==> src/rtl/count_arbiter.sv <==
// Round-robin arbiter/sequencer for the shared loadable up-counter.
// Grants one of two requesters, loads and steps the counter, and returns the result via req/done.
module count_arbiter #(
    parameter int unsigned WIDTH = 8
) (
    input  logic             clk,
    input  logic             rst,
    input  logic [1:0]       req,
    input  logic [WIDTH-1:0] start0,
    input  logic [WIDTH-1:0] start1,
    input  logic [WIDTH-1:0] len0,
    input  logic [WIDTH-1:0] len1,
    input  logic [WIDTH-1:0] cnt_q,
    output logic             cnt_ld,
    output logic             cnt_en,
    output logic [WIDTH-1:0] cnt_data,
    output logic [1:0]       gnt,
    output logic [1:0]       done,
    output logic [WIDTH-1:0] result,
    output logic             busy
);

    typedef enum logic [1:0] {
        IDLE,
        LOAD,
        COUNT,
        DONE
    } state_t;

    state_t           state, state_nx;
    logic             sel, sel_nx;
    logic             ptr, ptr_nx;
    logic [WIDTH-1:0] start_q, start_nx;
    logic [WIDTH-1:0] rem, rem_nx;

    always_ff @(posedge clk or posedge rst) begin
        if (rst) begin
            state   <= IDLE;
            sel     <= 1'b0;
            ptr     <= 1'b0;
            start_q <= '0;
            rem     <= '0;
        end else begin
            state   <= state_nx;
            sel     <= sel_nx;
            ptr     <= ptr_nx;
            start_q <= start_nx;
            rem     <= rem_nx;
        end
    end

    always_comb begin
        state_nx = state;
        sel_nx   = sel;
        ptr_nx   = ptr;
        start_nx = start_q;
        rem_nx   = rem;
        case (state)
            IDLE: begin
                if (req != 2'b00) begin
                    // On contention the pointer decides; otherwise the lone requester wins.
                    sel_nx   = (req == 2'b11) ? ptr : req[1];
                    start_nx = sel_nx ? start1 : start0;
                    rem_nx   = sel_nx ? len1 : len0;
                    state_nx = LOAD;
                end
            end
            LOAD: begin
                state_nx = (rem == '0) ? DONE : COUNT;
            end
            COUNT: begin
                rem_nx = rem - WIDTH'(1);
                if (rem == WIDTH'(1)) begin
                    state_nx = DONE;
                end
            end
            DONE: begin
                if (!req[sel]) begin
                    state_nx = IDLE;
                    ptr_nx   = ~sel;
                end
            end
            default: state_nx = IDLE;
        endcase
    end

    always_comb begin
        busy     = (state != IDLE);
        gnt      = busy ? (sel ? 2'b10 : 2'b01) : 2'b00;
        cnt_data = busy ? start_q : '0;
        cnt_ld   = (state == LOAD);
        cnt_en   = (state == COUNT);
        done     = (state == DONE) ? gnt : 2'b00;
        result   = (state == DONE) ? cnt_q : '0;
    end

endmodule

==> config.mk <==
export PLATFORM = sky130hd
export DESIGN_NAME = count_arbiter
export DESIGN_NICKNAME = d
export VERILOG_FILES = /design/src/rtl/count_arbiter.sv
export SDC_FILE = /design/constraint.sdc
export NUM_CORES = 1
export LEC_CHECK = 0
export CAP_MARGIN = 20
export CORE_MARGIN = 8
export CORE_UTILIZATION = 41
export DETAILED_ROUTE_END_ITERATION = 7
export GPL_TIMING_DRIVEN = 0
export PLACE_DENSITY_LB_ADDON = 0.15
export SYNTH_ARGS = -nofsm -noshare
export SYNTH_HDL_FRONTEND = slang
export SYNTH_SLANG_ARGS = --single-unit
==> constraint.sdc <==
create_clock -name clk -period 2.24 [get_ports clk]
set_input_delay 0.336 -clock clk [delete_from_list [all_inputs] [get_ports clk]]
set_output_delay 0.336 -clock clk [all_outputs]
set_load 0.02 [all_outputs]
==> impl_results.md <==
* Syn_area_per_cell at 8.85 um^2
* Hold Buf Count CTS at 0
* CTS clk-pin slew, worst paths at 120 ps
* CTS Sinks at 20
* DP Cell Count at 269
* Antenna violations before repair at 0
* # setup viols final at 0
* Starting density of the core at 42.3%
* Fill count at 282
* Slowest stage delay, CP at 620 ps
* Share of layout cells above drive strength 1 at 8.41%
* Initial DRC Count at 53
* Via count at 1413
* Clock root buffer: clkbuf_4
* Nets at 278
* Crit path launch type: flip-flop
* Final min period at 2140 ps
* Max cap viols at 0
* Clock Skew at 2.94 ps
* Mapped cell area at 0.00139 mm^2
* Final-report hold violation count at 0
* Routed WL per cell at 15.2 um
* Number of global-route vias before repair at 1426
* Register bit total from synthesis at 20
* Die height at 74.2 um
* Synth area leader: dfrtp_1
* HP Class: in2async
* First-pass GRT wire length at 6650 um
* Worst path slowest cell: clkdlybuf4s50_1
* Slew Limit Headroom at 45.0%
* Largest net degree at the start of global routing at 21
* Residual DRC count at 0
* EDFF count, synth at 0
* Buf+Inv Stages, Crit Path at 1
* Sw power at 1.23 mW
* Synth unique cells at 35
* Switching share of power at 46.9%
* Status: finished clean
* Tot Pwr at 2.62 mW
* CTS Buffer Depth at 2
* Final WL at 4140 um
* Area contributors post-synth: dfrtp_1 (36%), mux2i_1 (10%), ha_1 (6.3%)
* Crit Path Category: reg2out
* Tcrit/Tclk final at 95.4%
* Port buffer count at 66
* Sequential fraction of design power at 27.2%
* CTS tree: yes
* Row Count at 21
* Die area at 0.00551 mm^2
* Pre-CTS WS at -89.6 ps
* Fin Hold WS at 472 ps
* Area fraction of the dominant cell type after synthesis at 36.0%
* Syn Nets at 208
* Worst path arrival time at 1800 ps
* Final WS setup at 104 ps
* GP Congestion at 0.872
* Die width at 74.2 um
* Post-route ant nets at 0
* Worst-Margin Slew at 825 ps
* Hpwl dp at 3310 um
* Kind of cell adding the most delay to the critical path: buffers and inverters
* Placeable core region at 0.00328 mm^2
* Vias per cell at 5.19
* CTS Buf Count at 3
* Share of total power in the clock network at 8.4%
* Fin. max-slew vios at 0
* Critical path capture point type: primary output
* Worst-Skew Late Latency at 310 ps
* Sequential area share after synthesis at 36.0%
* Achievable frequency at 468 MHz
* P&R area growth vs syn at 53.7%
* RSZ-0062 raised after global routing: yes
* Top Ports at 67
* # diodes at 0
* Non-Filler Instances at 272
* H-tree depth at 1
* Cell count after synthesis at 157
* CP required at 1900 ps
* GRT Util Overall at 15.5%
* Synth Flop Type: dfrtp_1
* CP max FO at 11
* Drt pass-1 iters at 4
* Synth top cells by count: dfrtp_1 (20), nand2_1 (17), mux2i_1 (14), o21ai_0 (14), inv_1 (11)
* YS warnings at 0
* Internal power at 1.39 mW
* Async SR Flop Fraction at 100%
* Pwr/cell area at 1230 mW/mm^2
* Crit-path cells: ha_2, and2_1, clkdlybuf4s50_1
* Gr ovfl total at 0
* VDD IR max at 0.581 mV
* Pleak at 0.951 nW
* Logic pwr share at 64.4%
* Most frequent cell after synthesis: dfrtp_1
[worst paths after layout]
path,start,endpoint,slack (ps),cells after the start
worst max-delay path,state[0],result[2],100,3
worst min-delay path,rst,rem[5],470,2
worst max register to register,state[0],rem[0],180,6
worst min register to register,start_q[7],start_q[7],490,2
max in group asynchronous,rst,start_q[0],1260,2
min in group clk,start_q[7],start_q[7],490,2
[through the flow]
step / cell area (um^2) / utilization (%) / TNS [ps]
finish: 2130 / 65.0 / 0
global route: 2130 / 65.0 / 0
CTS: 2130 / 64.8 / -19.8
detailed placement: 2110 / 64.2 / -153
floorplan: 1390 / - / 0
global placement: 2110 / 64.2 / -80.2
[power groups by stage]
stage | Combinational [mW] | Clock (mW) | Sequential [mW]
floorplan | 1.12 | 0 | 0.672
global placement | 1.71 | 0 | 0.699
detailed placement | 1.75 | 0 | 0.714
CTS | 1.68 | 0.227 | 0.706
global route | 1.86 | 0.244 | 0.735
finish | 1.68 | 0.220 | 0.713
[cells by family (layout without fill, tap and decap cells)]
group | count (synthesis) | after routing | share of synthesized area (%)
and+or+nand+nor | 55 | 55 | 21.4
AOI/OAI and AO/OA | 39 | 39 | 18.5
DFF | 20 | 20 | 36.0
buffers and inverters | 19 | 88 | 5.23
muxes | 17 | 17 | 12.5
adders and majority gates | 7 | 7 | 6.31
[flip-flops by register name, summed over array words and instances (netlist names)]
signal and flops:
rem 8, start_q 8, state 2, ptr 1, sel 1
[worst reg2reg max path, cell delays in order (launching register included)]
cell     delay (ps)
dfrtp_1         450
inv_1           120
ha_2            280
or3b_1          440
o21ai_2         150
nor2_1          180
a221o_1         350
[repair_timing]
item	4_1_cts	5_1_grt
setup endpoints to repair	24	26
gates resized for setup	15	8
cloned	0	0
setup buffers	0	0
[layer usage]
metal	routed length (um)	vias to the layer above	global-route usage, %	share of wire (%)
met1	1750	668	18.4	42
met2	2070	45	26.6	50
li1	-	692	-	-
met4	84	0	6.21	2.0
met3	227	8	2.83	5.5
met5	0	-	0	0
[cell usage in the layout (no fill, tap or decap), types with 4 or more instances in the layout]
master,n
o21ai_0,13
clkdlybuf4s50_1,54
dlygate4sd2_1,11
mux2i_1,14
clkbuf_4,4
ha_1,5
nor2_1,4
inv_1,11
nand2_1,17
and3_1,4
dfrtp_1,20
a21oi_1,7
and2_1,9
nor2b_1,9
[area by class of cell]
type                       instances  area (um^2)  area share [%]
sequential                        20          500            23.4
tap                               46         57.6            2.70
multi-input combinational        118          825            38.6
timing repair buffer              66          642            30.1
buffer                             7         32.5            1.52
clock buffer                       4         36.3            1.70
inverter                          11         41.3            1.93
Note: power is estimated with default switching activity, not from simulation.
